[config.mk]
export PLATFORM = sky130hd
export DESIGN_NAME = wtb_poly_synthesis
export DESIGN_NICKNAME = d
export VERILOG_FILES = /design/src/rtl/wtb_poly_synthesis.sv
export SDC_FILE = /design/constraint.sdc
export NUM_CORES = 1
export LEC_CHECK = 0
export CAP_MARGIN = 20
export CORE_MARGIN = 2
export CORE_UTILIZATION = 30
export CTS_CLUSTER_DIAMETER = 150
export CTS_CLUSTER_SIZE = 10
export DETAILED_ROUTE_END_ITERATION = 8
export SLEW_MARGIN = 10
export SYNTH_ARGS = -nofsm -noshare
export SYNTH_HDL_FRONTEND = slang
export SYNTH_SLANG_ARGS = --single-unit
[constraint.sdc]
create_clock -name clk -period 16.6 [get_ports clk]
set_input_delay 3.32 -clock clk [delete_from_list [all_inputs] [get_ports clk]]
set_output_delay 3.32 -clock clk [all_outputs]
set_load 0.05 [all_outputs]
[src/rtl/wtb_poly_synthesis.sv]
// Polyphonic wavetable synthesis path.
// Holds a per-voice parameter register file and one phase accumulator per
// voice. Each sample_rate strobe runs a fixed-length frame that steps every
// voice through one shared wavetable read port, a velocity multiplier and
// an envelope multiplier, then averages the voice samples into sample_out.
module wtb_poly_synthesis #(
  parameter int VOICES   = 4,
  parameter int PHASE_W  = 16,
  parameter int IDX_W    = 7,
  parameter int WFM_W    = 6,
  parameter int SAMPLE_W = 8,
  parameter int SCALE_W  = 7
) (
  input  logic                                          clk,
  input  logic                                          rst,
  input  logic                                          sample_rate,
  input  logic                                          voice_we,
  input  logic [((VOICES > 1) ? $clog2(VOICES) : 1)-1:0] voice_sel,
  input  logic                                          voice_gate,
  input  logic [PHASE_W-1:0]                            voice_step,
  input  logic [WFM_W-1:0]                              voice_wfm,
  input  logic [SCALE_W-1:0]                            voice_vel,
  input  logic [SCALE_W-1:0]                            voice_env,
  output logic                                          rom_re,
  output logic [WFM_W+IDX_W-1:0]                        rom_addr,
  input  logic [SAMPLE_W-1:0]                           rom_data,
  output logic [SAMPLE_W-1:0]                           sample_out,
  output logic                                          sample_out_dv,
  output logic                                          busy,
  output logic                                          overrun
);

  localparam int VSEL_W = (VOICES > 1) ? $clog2(VOICES) : 1;
  localparam int SHIFT  = $clog2(VOICES);
  localparam int ACC_W  = SAMPLE_W + SHIFT;
  localparam int ADDR_W = WFM_W + IDX_W;
  localparam int PROD_W = SAMPLE_W + SCALE_W;

  typedef enum logic [2:0] {
    IDLE  = 3'd0,
    FETCH = 3'd1,
    VEL   = 3'd2,
    ENV   = 3'd3,
    ACC   = 3'd4
  } state_t;

  state_t state_r, state_s;

  // Per-voice parameter register file and phase accumulators
  logic                gate_r  [VOICES];
  logic [PHASE_W-1:0]  step_r  [VOICES];
  logic [WFM_W-1:0]    wfm_r   [VOICES];
  logic [SCALE_W-1:0]  vel_r   [VOICES];
  logic [SCALE_W-1:0]  env_r   [VOICES];
  logic [PHASE_W-1:0]  phase_r [VOICES];

  // Frame datapath; the multiplier pipeline keeps only the top SAMPLE_W
  // bits of each product, which is all that the next stage consumes.
  logic [VSEL_W-1:0]   v_r;
  logic [SAMPLE_W-1:0] p1_r;
  logic [SAMPLE_W-1:0] p2_r;
  logic [ACC_W-1:0]    acc_r;

  logic                rom_re_r;
  logic [ADDR_W-1:0]   rom_addr_r;
  logic [SAMPLE_W-1:0] sample_out_r;
  logic                sample_out_dv_r;
  logic                overrun_r;

  logic                v_last_s;
  logic                fetch_start_s;
  logic [VSEL_W-1:0]   fetch_v_s;
  logic [ADDR_W-1:0]   fetch_addr_s;
  logic [ACC_W-1:0]    acc_next_s;

  assign rom_re        = rom_re_r;
  assign rom_addr      = rom_addr_r;
  assign sample_out    = sample_out_r;
  assign sample_out_dv = sample_out_dv_r;
  assign overrun       = overrun_r;
  assign busy          = (state_r != IDLE);

  // Next-state decode and the voice about to be fetched
  always_comb begin
    state_s       = state_r;
    v_last_s      = (v_r == VSEL_W'(VOICES - 1));
    fetch_start_s = 1'b0;
    fetch_v_s     = v_r;
    case (state_r)
      IDLE: begin
        fetch_v_s = '0;
        if (sample_rate) begin
          state_s       = FETCH;
          fetch_start_s = 1'b1;
        end else begin
          state_s = IDLE;
        end
      end
      FETCH: state_s = VEL;
      VEL:   state_s = ENV;
      ENV:   state_s = ACC;
      ACC: begin
        fetch_v_s = v_r + VSEL_W'(1);
        if (v_last_s) begin
          state_s = IDLE;
        end else begin
          state_s       = FETCH;
          fetch_start_s = 1'b1;
        end
      end
      default: state_s = IDLE;
    endcase
  end

  // Wavetable address for the next fetch (pre-increment phase) and the
  // running sum including the current voice's contribution
  always_comb begin
    fetch_addr_s = {wfm_r[fetch_v_s], phase_r[fetch_v_s][PHASE_W-1 -: IDX_W]};
    if (gate_r[v_r]) begin
      acc_next_s = acc_r + ACC_W'(p2_r);
    end else begin
      acc_next_s = acc_r;
    end
  end

  // State register
  always_ff @(posedge clk) begin
    if (rst) begin
      state_r <= IDLE;
    end else begin
      state_r <= state_s;
    end
  end

  // Register file writes, note retrigger and per-voice phase advance
  always_ff @(posedge clk) begin
    if (rst) begin
      for (int i = 0; i < VOICES; i++) begin
        gate_r[i]  <= 1'b0;
        step_r[i]  <= '0;
        wfm_r[i]   <= '0;
        vel_r[i]   <= '0;
        env_r[i]   <= '0;
        phase_r[i] <= '0;
      end
    end else begin
      if (state_r == FETCH) begin
        phase_r[v_r] <= gate_r[v_r] ? (phase_r[v_r] + step_r[v_r]) : '0;
      end
      if (voice_we) begin
        gate_r[voice_sel] <= voice_gate;
        step_r[voice_sel] <= voice_step;
        wfm_r[voice_sel]  <= voice_wfm;
        vel_r[voice_sel]  <= voice_vel;
        env_r[voice_sel]  <= voice_env;
        // A fresh note-on restarts the waveform; it overrides a same-cycle advance
        if (voice_gate && !gate_r[voice_sel]) begin
          phase_r[voice_sel] <= '0;
        end
      end
    end
  end

  // Frame datapath, ROM request and registered output pulses
  always_ff @(posedge clk) begin
    if (rst) begin
      v_r             <= '0;
      p1_r            <= '0;
      p2_r            <= '0;
      acc_r           <= '0;
      rom_re_r        <= 1'b0;
      rom_addr_r      <= '0;
      sample_out_r    <= '0;
      sample_out_dv_r <= 1'b0;
      overrun_r       <= 1'b0;
    end else begin
      // rom_re/rom_addr are set one cycle early so they are high during FETCH
      rom_re_r        <= fetch_start_s;
      sample_out_dv_r <= 1'b0;
      // Overrun is a registered flag: it follows the rejected strobe by a cycle
      overrun_r       <= sample_rate && (state_r != IDLE);
      if (fetch_start_s) begin
        rom_addr_r <= fetch_addr_s;
      end
      case (state_r)
        IDLE: begin
          if (sample_rate) begin
            acc_r <= '0;
            v_r   <= '0;
          end
        end
        VEL: begin
          p1_r <= SAMPLE_W'((PROD_W'(rom_data) * PROD_W'(vel_r[v_r])) >> SCALE_W);
        end
        ENV: begin
          p2_r <= SAMPLE_W'((PROD_W'(p1_r) * PROD_W'(env_r[v_r])) >> SCALE_W);
        end
        ACC: begin
          acc_r <= acc_next_s;
          if (v_last_s) begin
            sample_out_r    <= SAMPLE_W'(acc_next_s >> SHIFT);
            sample_out_dv_r <= 1'b1;
          end else begin
            v_r <= v_r + VSEL_W'(1);
          end
        end
        default: ;
      endcase
    end
  end

endmodule

==> impl_metrics.prom <==
# TYPE chip_impl_metric gauge
chip_impl_info{name="outcome",value="finished clean"} 1
chip_impl_metric{name="gr-usage-all-layers",unit="%"} 14.8
chip_impl_info{name="worst_setup_path_end_kind",value="flop"} 1
chip_impl_metric{name="numPortBuffers",unit=""} 75
chip_impl_metric{name="floorplan.core_area",unit="um^2"} 50300
chip_impl_info{name="synth_flop_cell",value="sky130_fd_sc_hd__edfxtp_1"} 1
chip_impl_metric{name="maxSlewHeadroom",unit="%"} 31.7
chip_impl_metric{name="synth-async-reset-ratio",unit="%"} 0
chip_impl_metric{name="fp.dieArea",unit="um^2"} 52900
chip_impl_metric{name="clk_latency",unit="ns"} 0.56
chip_impl_metric{name="crit_fanout",unit=""} 7
chip_impl_metric{name="total_switching_power",unit="uW"} 463
chip_impl_metric{name="setup_total_negative_slack",unit="ns"} 0
chip_impl_metric{name="synth_edf_count",unit=""} 148
chip_impl_metric{name="fillers",unit=""} 5080
chip_impl_metric{name="detail_route.wirelength",unit="um"} 38600
chip_impl_metric{name="setup_viol",unit=""} 0
chip_impl_metric{name="finalNonFillerCells",unit=""} 2221
chip_impl_metric{name="post_synth_and_or_nand_nor_area_fraction",unit="%"} 17.1
chip_impl_metric{name="peakVddDrop",unit="V"} 0.0000621
chip_impl_metric{name="critical_path_required",unit="ns"} 17.04
chip_impl_info{name="grt-busiest-layer",value="met2"} 1
chip_impl_metric{name="setup.reg_to_reg.worst_slack",unit="ns"} 10.91
chip_impl_metric{name="cts-hold-fix-buffers",unit=""} 0
chip_impl_metric{name="worstPathArrival",unit="ns"} 7.93
chip_impl_metric{name="area_growth_syn_to_layout",unit="%"} 15.6
chip_impl_metric{name="postCtsResizedCells",unit=""} 0
chip_impl_metric{name="worst_hold_slack",unit="ns"} 0.464
chip_impl_metric{name="num-nets-final",unit=""} 1726
chip_impl_metric{name="grt_pass1_vias",unit=""} 11672
chip_impl_metric{name="ant_nets",unit=""} 0
chip_impl_info{name="worstSetupStartpointType",value="primary input"} 1
chip_impl_metric{name="route.detailed.drc",unit=""} 0
chip_impl_metric{name="clock_tree.buffer_depth",unit=""} 3
chip_impl_metric{name="post_drt_via_cell_ratio",unit=""} 4.98
chip_impl_metric{name="groute.layer.met3.usage",unit="%"} 1.61
chip_impl_metric{name="number_of_antenna_violations_at_the_first_check_in_global_routing",unit=""} 0
chip_impl_metric{name="global_route.usage.met2",unit="%"} 25.5
chip_impl_metric{name="min_period",unit="ns"} 7.50
chip_impl_metric{name="use_met1",unit="%"} 19.5
chip_impl_metric{name="routed_wire_length_per_instance",unit="um"} 17.4
chip_impl_metric{name="fp-row-count",unit=""} 82
chip_impl_metric{name="gr-total-overflow",unit=""} 0
chip_impl_metric{name="worst_pin_slew",unit="ns"} 1.02
chip_impl_info{name="holdPathEnd",value="phase_r[2][3]$_SDFFE_PP0P_"} 1
chip_impl_metric{name="dpl_cell_area",unit="um^2"} 16900
chip_impl_metric{name="postCtsSetupRepairBufs",unit=""} 0
chip_impl_metric{name="ys_seq_elements",unit=""} 269
chip_impl_metric{name="synth_adder_area_share",unit="%"} 14.6
chip_impl_metric{name="slew_viol_final",unit=""} 0
chip_impl_metric{name="synth.yosys.warnings",unit=""} 0
chip_impl_info{name="setup.worst_path.class",value="in -> reg"} 1
chip_impl_metric{name="pwr-share-seq",unit="%"} 45.3
chip_impl_metric{name="firstDrtPassIters",unit=""} 5
chip_impl_metric{name="clock_power_share",unit="%"} 35.9
chip_impl_metric{name="worstHoldPathCells",unit=""} 2
chip_impl_metric{name="finalClockSkew",unit="ns"} 0.0234
chip_impl_metric{name="yosysSeqAreaShare",unit="%"} 44.8
chip_impl_metric{name="ioPinCount",unit=""} 76
chip_impl_metric{name="place_worst_setup_slack",unit="ns"} 8.55
chip_impl_metric{name="post_route_cells_drive_above_1_share",unit="%"} 7.49
chip_impl_metric{name="first_iter_violations",unit=""} 784
chip_impl_metric{name="globalplace.congestion",unit=""} 0.830
chip_impl_metric{name="grt_pass1_wl",unit="um"} 62700
chip_impl_metric{name="cap_viol_max_count",unit=""} 0
chip_impl_metric{name="powerDensity",unit="nW/um^2"} 94.4
chip_impl_metric{name="layout_setup_ws",unit="ns"} 9.10
chip_impl_info{name="grt_setup_unrepaired",value="no"} 1
chip_impl_metric{name="seqCellArea",unit="um^2"} 6870
chip_impl_metric{name="deepest_level_of_the_cts_h_tree",unit=""} 1
chip_impl_metric{name="final_cell_area",unit="um^2"} 17700
chip_impl_metric{name="power_report.internal_total",unit="mW"} 1.21
chip_impl_metric{name="totalPowerFinal",unit="mW"} 1.67
chip_impl_metric{name="power.static_leakage",unit="nW"} 7.13
chip_impl_metric{name="logic_gate_share_of_total_power",unit="%"} 18.8
chip_impl_metric{name="postSynthCellCount",unit=""} 1470
chip_impl_info{name="min_path_type",value="reg -> reg"} 1
chip_impl_metric{name="layout.core_utilization",unit="%"} 35.2
chip_impl_metric{name="maxClockFrequency",unit="MHz"} 133
chip_impl_metric{name="insertedDiodeCount",unit=""} 0
chip_impl_metric{name="syn_avg_cell_area",unit="um^2"} 10.4
chip_impl_metric{name="xor_xnor_portion_of_the_synthesized_cell_area",unit="%"} 2.12
chip_impl_metric{name="post_synthesis_compound_gate_area_fraction",unit="%"} 9.92
chip_impl_metric{name="cts-buffers-inserted",unit=""} 30
chip_impl_metric{name="finalCritPeriodShare",unit="%"} 45.2
chip_impl_metric{name="yosys-mux-area-fraction",unit="%"} 7.15
chip_impl_metric{name="grt_start_max_net_pins",unit=""} 54
chip_impl_metric{name="synth_fp_nets",unit=""} 1665
chip_impl_info{name="tritoncts_clock_tree",value="built"} 1
chip_impl_metric{name="detailed_place_hpwl",unit="um"} 26400
chip_impl_metric{name="mappedNetlistArea",unit="um^2"} 15300
chip_impl_info{name="main_combinational_cell_family_by_area_after_synthesis",value="simple AND/OR/NAND/NOR gates"} 1
chip_impl_metric{name="synth_cell_types",unit=""} 58
chip_impl_metric{name="initial_utilization",unit="%"} 30.5
chip_impl_info{name="critical_path.reg2reg.endpoint",value="p1_r[6]$_SDFFE_PP0N_"} 1
chip_impl_metric{name="placed_cells_incl_taps",unit=""} 2171
chip_impl_metric{name="die_x",unit="um"} 230
chip_impl_metric{name="p_sw_share",unit="%"} 27.7
chip_impl_metric{name="depth_of_the_worst_register_to_register_path",unit=""} 18
chip_impl_info{name="min_from",value="phase_r[2][3]$_SDFFE_PP0P_"} 1
chip_impl_metric{name="clkSlewWorstSetupHoldPaths",unit="ns"} 0.06
chip_impl_metric{name="via_count",unit=""} 11054
chip_impl_metric{name="die_height",unit="um"} 230
chip_impl_metric{name="final_hold_viol_count",unit=""} 0
chip_impl_info{name="cts_root_buf",value="sky130_fd_sc_hd__clkbuf_16"} 1
chip_impl_metric{name="multi_input_comb_area",unit="um^2"} 7860
chip_impl_metric{name="cts.sinks",unit=""} 269
==> cell type report <==
class	instances	share of cell area, %
Inverter	106	2.25
Tap cell	672	4.75
Clock buffer	50	4.78
Timing Repair Buffer	95	5.06
Multi-Input combinational cell	1029	44.4
Sequential cell	269	38.8
==> kinds of logic after synthesis <==
kind of cell,after synthesis
xor gates and xnor gates,37
DFF,269
buffers and inverters,172
AOI/OAI and AO/OA,232
muxes,52
adders and majority gates,144
and+or+nand+nor,564
==> per-layer routing <==
metal / routed length [um] / share of wire [%]
met5: 0 / 0
met3: 1700 / 4.4
met1: 17100 / 44
met4: 917 / 2.4
met2: 18800 / 49
==> worst max-delay path: stages <==
cell and delay [ns]:
sky130_fd_sc_hd__clkdlybuf4s50_1 0.53, sky130_fd_sc_hd__and2_1 0.22, sky130_fd_sc_hd__fa_1 0.50, sky130_fd_sc_hd__fa_1 0.50
sky130_fd_sc_hd__fa_1 0.48, sky130_fd_sc_hd__inv_1 0.05, sky130_fd_sc_hd__fa_1 0.47, sky130_fd_sc_hd__inv_1 0.04
sky130_fd_sc_hd__ha_1 0.34, sky130_fd_sc_hd__a21oi_1 0.18, sky130_fd_sc_hd__o32ai_1 0.10, sky130_fd_sc_hd__a311o_1 0.37
sky130_fd_sc_hd__a41oi_2 0.22, sky130_fd_sc_hd__and2b_1 0.20, sky130_fd_sc_hd__o21bai_1 0.09, sky130_fd_sc_hd__xor2_1 0.15
sky130_fd_sc_hd__a22o_1 0.17
==> power by group through the flow <==
stage,registers [mW],logic [mW],clock network (mW)
final,0.758,0.315,0.600
after global routing,0.762,0.361,0.639
after CTS,0.758,0.320,0.618
after detailed placement,0.772,0.318,0
after global placement,0.770,0.311,0
after floorplan,0.772,0.219,0
==> state kept, by name, summed over array words and instances, names as in the netlist, 8 cells and up, named ones only <==
| signal | cells |
|---|---|
| phase_r | 64 |
| wfm_r | 24 |
| env_r | 28 |
| p2_r | 8 |
| rom_addr | 13 |
| vel_r | 28 |
| p1_r | 8 |
| step_r | 64 |
| acc_r | 10 |
| sample_out | 8 |
==> how the worst max path moves through the flow <==
stage                 from                   end  cells past startpoint
2_1_floorplan  rom_data[6]  p1_r[6]$_SDFFE_PP0N_                     16
3_3_place_gp   rom_data[5]  p1_r[6]$_SDFFE_PP0N_                     17
3_5_place_dp   rom_data[6]  p1_r[6]$_SDFFE_PP0N_                     17
4_1_cts        rom_data[6]  p1_r[6]$_SDFFE_PP0N_                     17
5_1_grt        rom_data[5]  p1_r[6]$_SDFFE_PP0N_                     17
6_report       rom_data[6]  p1_r[6]$_SDFFE_PP0N_                     17
==> synth_stat cells (11+ instances only) <==
| cell type | count | area share [%] |
|---|---|---|
| sky130_fd_sc_hd__a211oi_1 | 19 | 0.93 |
| sky130_fd_sc_hd__a21oi_1 | 87 | 2.8 |
| sky130_fd_sc_hd__a22o_1 | 25 | 1.4 |
| sky130_fd_sc_hd__a311oi_1 | 14 | 0.80 |
| sky130_fd_sc_hd__a31oi_1 | 11 | 0.45 |
| sky130_fd_sc_hd__and2_1 | 106 | 4.3 |
| sky130_fd_sc_hd__and3_1 | 11 | 0.45 |
| sky130_fd_sc_hd__buf_1 | 11 | 0.27 |
| sky130_fd_sc_hd__clkbuf_1 | 53 | 1.3 |
| sky130_fd_sc_hd__dfxtp_1 | 121 | 16 |
| sky130_fd_sc_hd__edfxtp_1 | 148 | 29 |
| sky130_fd_sc_hd__fa_1 | 58 | 7.6 |
| sky130_fd_sc_hd__ha_1 | 86 | 7.0 |
| sky130_fd_sc_hd__inv_1 | 106 | 2.6 |
| sky130_fd_sc_hd__mux4_2 | 46 | 6.8 |
| sky130_fd_sc_hd__nand2_1 | 129 | 3.2 |
| sky130_fd_sc_hd__nand3_1 | 34 | 1.1 |
| sky130_fd_sc_hd__nor2_1 | 210 | 5.1 |
| sky130_fd_sc_hd__nor3_1 | 30 | 0.98 |
| sky130_fd_sc_hd__o21ai_0 | 28 | 0.91 |
| sky130_fd_sc_hd__or3_1 | 12 | 0.49 |
| sky130_fd_sc_hd__xnor2_1 | 24 | 1.4 |
| sky130_fd_sc_hd__xor2_1 | 13 | 0.74 |
==> layout by cell type, fill, tap and decap left out, drive strengths merged, types with 4 or more instances in the layout <==
cell type	netlist	routed
a211oi	19	19
a21o	10	10
a21oi	87	87
a22o	25	25
a22oi	4	4
a311oi	14	14
a31oi	11	11
and2	106	106
and3	11	11
buf	13	21
clkbuf	53	50
clkdlybuf4s50	0	74
dfxtp	121	121
edfxtp	148	148
fa	58	58
ha	86	86
inv	106	106
mux2i	6	6
mux4	46	46
nand2	129	129
nand2b	9	9
nand3	34	34
nor2	210	210
nor2b	5	5
nor3	30	30
o21a	9	9
o21ai	30	30
o21bai	4	4
or3	12	12
xnor2	24	24
xor2	13	13
Power figures use the tool's default switching activity.
==> edit 1, RTL diff (same settings) <==
Remove the register `overrun_r`: a continuous assignment takes its place, so the output `overrun` follows one clock earlier.
--- a/src/rtl/wtb_poly_synthesis.sv
+++ b/src/rtl/wtb_poly_synthesis.sv
@@ -174,3 +174,2 @@
       sample_out_dv_r <= 1'b0;
-      overrun_r       <= 1'b0;
     end else begin
@@ -180,3 +179,2 @@
       // Overrun is a registered flag: it follows the rejected strobe by a cycle
-      overrun_r       <= sample_rate && (state_r != IDLE);
       if (fetch_start_s) begin
@@ -211,2 +209,4 @@
 
+  assign overrun_r = sample_rate && (state_r != IDLE);
+
 endmodule
Behaviour: not the same (Yosys sat finds a counterexample within 4 cycles, from zero or initial values and one cycle with rst high).
==> edit 1 against the unedited design <==
Die area is 1.1% lower. Area after synthesis is 1.2% lower. Critical path depth is 13 lower. Synthesized cell count is 2.2% lower. Hold slack better by 0.0019 ns. Clock power is 1% higher. Setup slack worse by 0.61 ns. Count of clock-buffer cells in the layout is 2 higher. Critical path type is now input port to primary output. Sequential cell count is 1 lower. Non-clock buffer count is 2 higher. Total power is 0.21% higher. Final cell count is 1.0% lower. Routed wire length is 0.22% higher. Design area is 0.62% lower.
==> edit 1: results (changes against the unedited design) <==
status finished clean; Post-synth top cells nor2_1, edfxtp_1, nand2_1; worst hold path startpoint phase_r[2][6]; largest cells by area after synthesis edfxtp_1, dfxtp_1, fa_1; arrival time at the worst endpoint 4.78 ns (-3.15 ns); Syn Nets 1633 (-1.9%); hold_ws 0.466 ns (+0.00193 ns); Final Non-Filler Cells 2198 (-1.0%); Vias 10900 (-1.3%); Worst Skew 0.0375 ns (+0.0141 ns); # nets final 1700 (-1.5%); GP Congestion 0.798 (-3.8%); Max FO, Critical Path 3 (-4); Final ANT Viol Nets 0 (unchanged); # placed instances 2143 (-1.3%); largest net degree at the start of global routing 40 (-26%); Setup WS pre-CTS 8.49 ns (-0.0645 ns); first-pass GRT wire length 61900 um (-1.3%); Leakage 7.07 nW (-0.87%); worst skew pair latency 0.60 ns (+0.04 ns); Worst-Margin Slew 1.07 ns (+0.0555 ns); initial antenna violation count 1 (+1); Routed WL 38700 um (+0.22%); cell count after synthesis 1438 (-2.2%); HPWL after DPL 25500 um (-3.4%); Min-Delay Endpoint phase_r[2][6]; Worst Reg-to-Reg Cells 17 (-1); Reg2Reg Setup Slack 11.18 ns (+0.27 ns); placed cell area 0.0167 mm2 (-0.87%); Peak VDD IR 0.0000702 V (+13%); Iteration-0 DRC Markers 717 (-8.5%); GRT Overall Usage 0.148 (+0.000318); Switch Pwr 0.470 mW (+1.6%); synth unique cells 57 (-1.7%); post-synthesis sequential area ratio 0.452 (+0.00390)
## edit 1: cell count changes after synthesis, moves of 4 or more
cell     before  now
a21oi_1      87   74
a22o_1       25   34
xnor2_1      24   28
a31oi_1      11   17
xor2_1       13    9
nand3_1      34   20
or3_1        12    6
## edit 1: power groups by stage
stage                     clock network (mW)  logic [mW]  registers [mW]
final                                  0.608       0.313           0.755
after global routing                   0.651       0.355           0.760
after CTS                              0.624       0.318           0.756
after detailed placement                   0       0.315           0.770
after global placement                     0       0.311           0.769
after floorplan                            0       0.219           0.769
## edit 1: worst max-delay path, cell delays in order
cell and delay [ns]:
clkdlybuf4s50_1 0.50, inv_1 0.06, nor2_1 0.10, clkdlybuf4s50_1 0.81
## edit 1: routing by layer
metal	GRT usage	share of wire	vias to the layer above
met3	0.0207	0.047	63
met4	0.0533	0.030	2
li1	-	-	5151
met2	0.257	0.49	234
met1	0.188	0.43	5458
met5	0	0.00041	-
## edit 1: how the worst max path moves through the flow
stage | startpoint | end | slack (ns) | cells past startpoint
floorplan | sample_rate | overrun | 9.27 | 2
global placement | sample_rate | overrun | 8.51 | 4
detailed placement | sample_rate | overrun | 8.49 | 4
CTS | sample_rate | overrun | 8.48 | 4
global route | sample_rate | overrun | 8.41 | 4
finish | sample_rate | overrun | 8.50 | 4
## edit 1: layout make-up
| type | instances | area, um2 |
|---|---|---|
| sequential | 268 | 6850 |
| clock inverter | 1 | 30.0 |
| tap | 672 | 841 |
| multi-input combinational | 1001 | 7730 |
| clock buffer | 52 | 843 |
| fill | 5005 | 32400 |
| inverter | 107 | 402 |
| timing repair buffer | 97 | 906 |
## edit 1: cells by family (layout without fill, tap and decap cells)
logic type	count (synthesis)	after routing	synth area share
AOI/OAI and AO/OA	230	230	0.102
xor gates and xnor gates	37	37	0.0214
adders and majority gates	144	144	0.148
buffers and inverters	169	257	0.0425
DFF	268	268	0.452
muxes	50	50	0.0711
and+or+nand+nor	540	540	0.164
==> edit 2, RTL diff (same settings) <==
Without the edit above. The parameter `VOICES` goes from 4 to 2.
--- a/src/rtl/wtb_poly_synthesis.sv
+++ b/src/rtl/wtb_poly_synthesis.sv
@@ -6,3 +6,3 @@
 module wtb_poly_synthesis #(
-  parameter int VOICES   = 4,
+  parameter int VOICES   = 2,
   parameter int PHASE_W  = 16,
Interface: changed (resized voice_sel); port bits go from 76 to 75. The function was not compared with the original's and may differ.
==> edit 2 against the unedited design <==
Critical path depth unchanged. Hold slack better by 0.017 ns. Sequential cell count down 109. Fmax down 2.5%. Register-to-register slack worse by 0.60 ns. Sequential share of layout area down 6.9 points. Final cell count down 31%. Total power down 28%. Non-clock buffer count down 11. Setup slack worse by 0.19 ns. Routed wire length down 39%. Area after synthesis down 31%. Design area down 30%. Largest cell class unchanged. Highest routed layer unchanged.
==> edit 2: results (changes against the unedited design) <==
CTS H-Tree Depth 4 (+3); First-pass DRT Iterations 4 (-1); number of synthesized flops with an enable pin 74 (-50%); Filler cells 3490 (-31%); synth unique cells 60 (+3.4%); number of global-route vias before repair 7667 (-34%); Iteration-0 DRC Markers 423 (-46%); worst hold path startpoint sample_out[1]; met2 usage 0.235 (-0.0196); HPWL after DPL 16900 um (-36%); Synth top area share 0.211 (-0.0788); Compound-Gate Fraction of Synth Area 0.110 (+0.0104); met1 wire length 10500 um (-39%); GR Util met1 0.171 (-0.0243); Synth Area in Adders 0.211 (+0.0655); # placed instances 1508 (-31%); largest net degree at the start of global routing 60 (+11%); XOR/XNOR share of the synthesized area 0.0333 (+0.0122); placed cell area 0.0118 mm2 (-30%); ys flop type dfxtp_1; Setup WS pre-CTS 8.46 ns (-0.0941 ns); CTS buffer count 17 (-43%); status finished clean; GP Congestion 0.794 (-4.3%); Clock transition at path regs 0.08 ns (+0.02 ns); Crit. Startpoint rom_data[3]; GR Layer Usage met3 0.0264 (+0.0103); Peak VDD IR 0.0000696 V (+12%); # nets final 1266 (-27%); Sw Ratio 0.339 (+0.0628); largest cells by area after synthesis edfxtp_1, dfxtp_1, fa_1; Worst-Margin Slew 1.03 ns (+0.0153 ns); Routed WL 23500 um (-39%); Avg Synthesized Cell Area 10.5 um2 (+0.42%); share of cells above drive strength 1 0.0902 (+0.0154); initial antenna violation count 2 (+2); clock buffer depth 2 (-1); P&R area growth vs syn 17.5%; Final Non-Filler Cells 1542 (-31%); met3 wire len 861 um (-49%); CP peak stage delay 0.58 ns (+0.05 ns); mux contribution to synthesized area 0.0616 (-0.00992)
==> edit 2: power groups by stage <==
stage | Sequential (mW) | Clock [mW] | Combinational, mW
after floorplan | 0.484 | 0 | 0.248
after global placement | 0.471 | 0 | 0.356
after detailed placement | 0.471 | 0 | 0.364
after CTS | 0.463 | 0.389 | 0.367
after global routing | 0.467 | 0.406 | 0.410
final | 0.463 | 0.382 | 0.362
==> edit 2: worst paths after layout <==
check	slack [ns]	cells past startpoint	to
min reg2reg	0.48	2	sample_out[1]
min	0.48	2	sample_out[1]
max reg2reg	10.31	17	p2_r[7]
max	8.91	17	p1_r[6]
==> edit 2: area by class of cell <==
cell class | instances | area share
inverter | 50 | 0.0152
multi-input combinational | 760 | 0.507
clock buffer | 18 | 0.0347
clock inverter | 14 | 0.0113
antenna | 1 | 0.000202
tap | 455 | 0.0461
timing repair buffer | 84 | 0.0658
sequential | 160 | 0.319
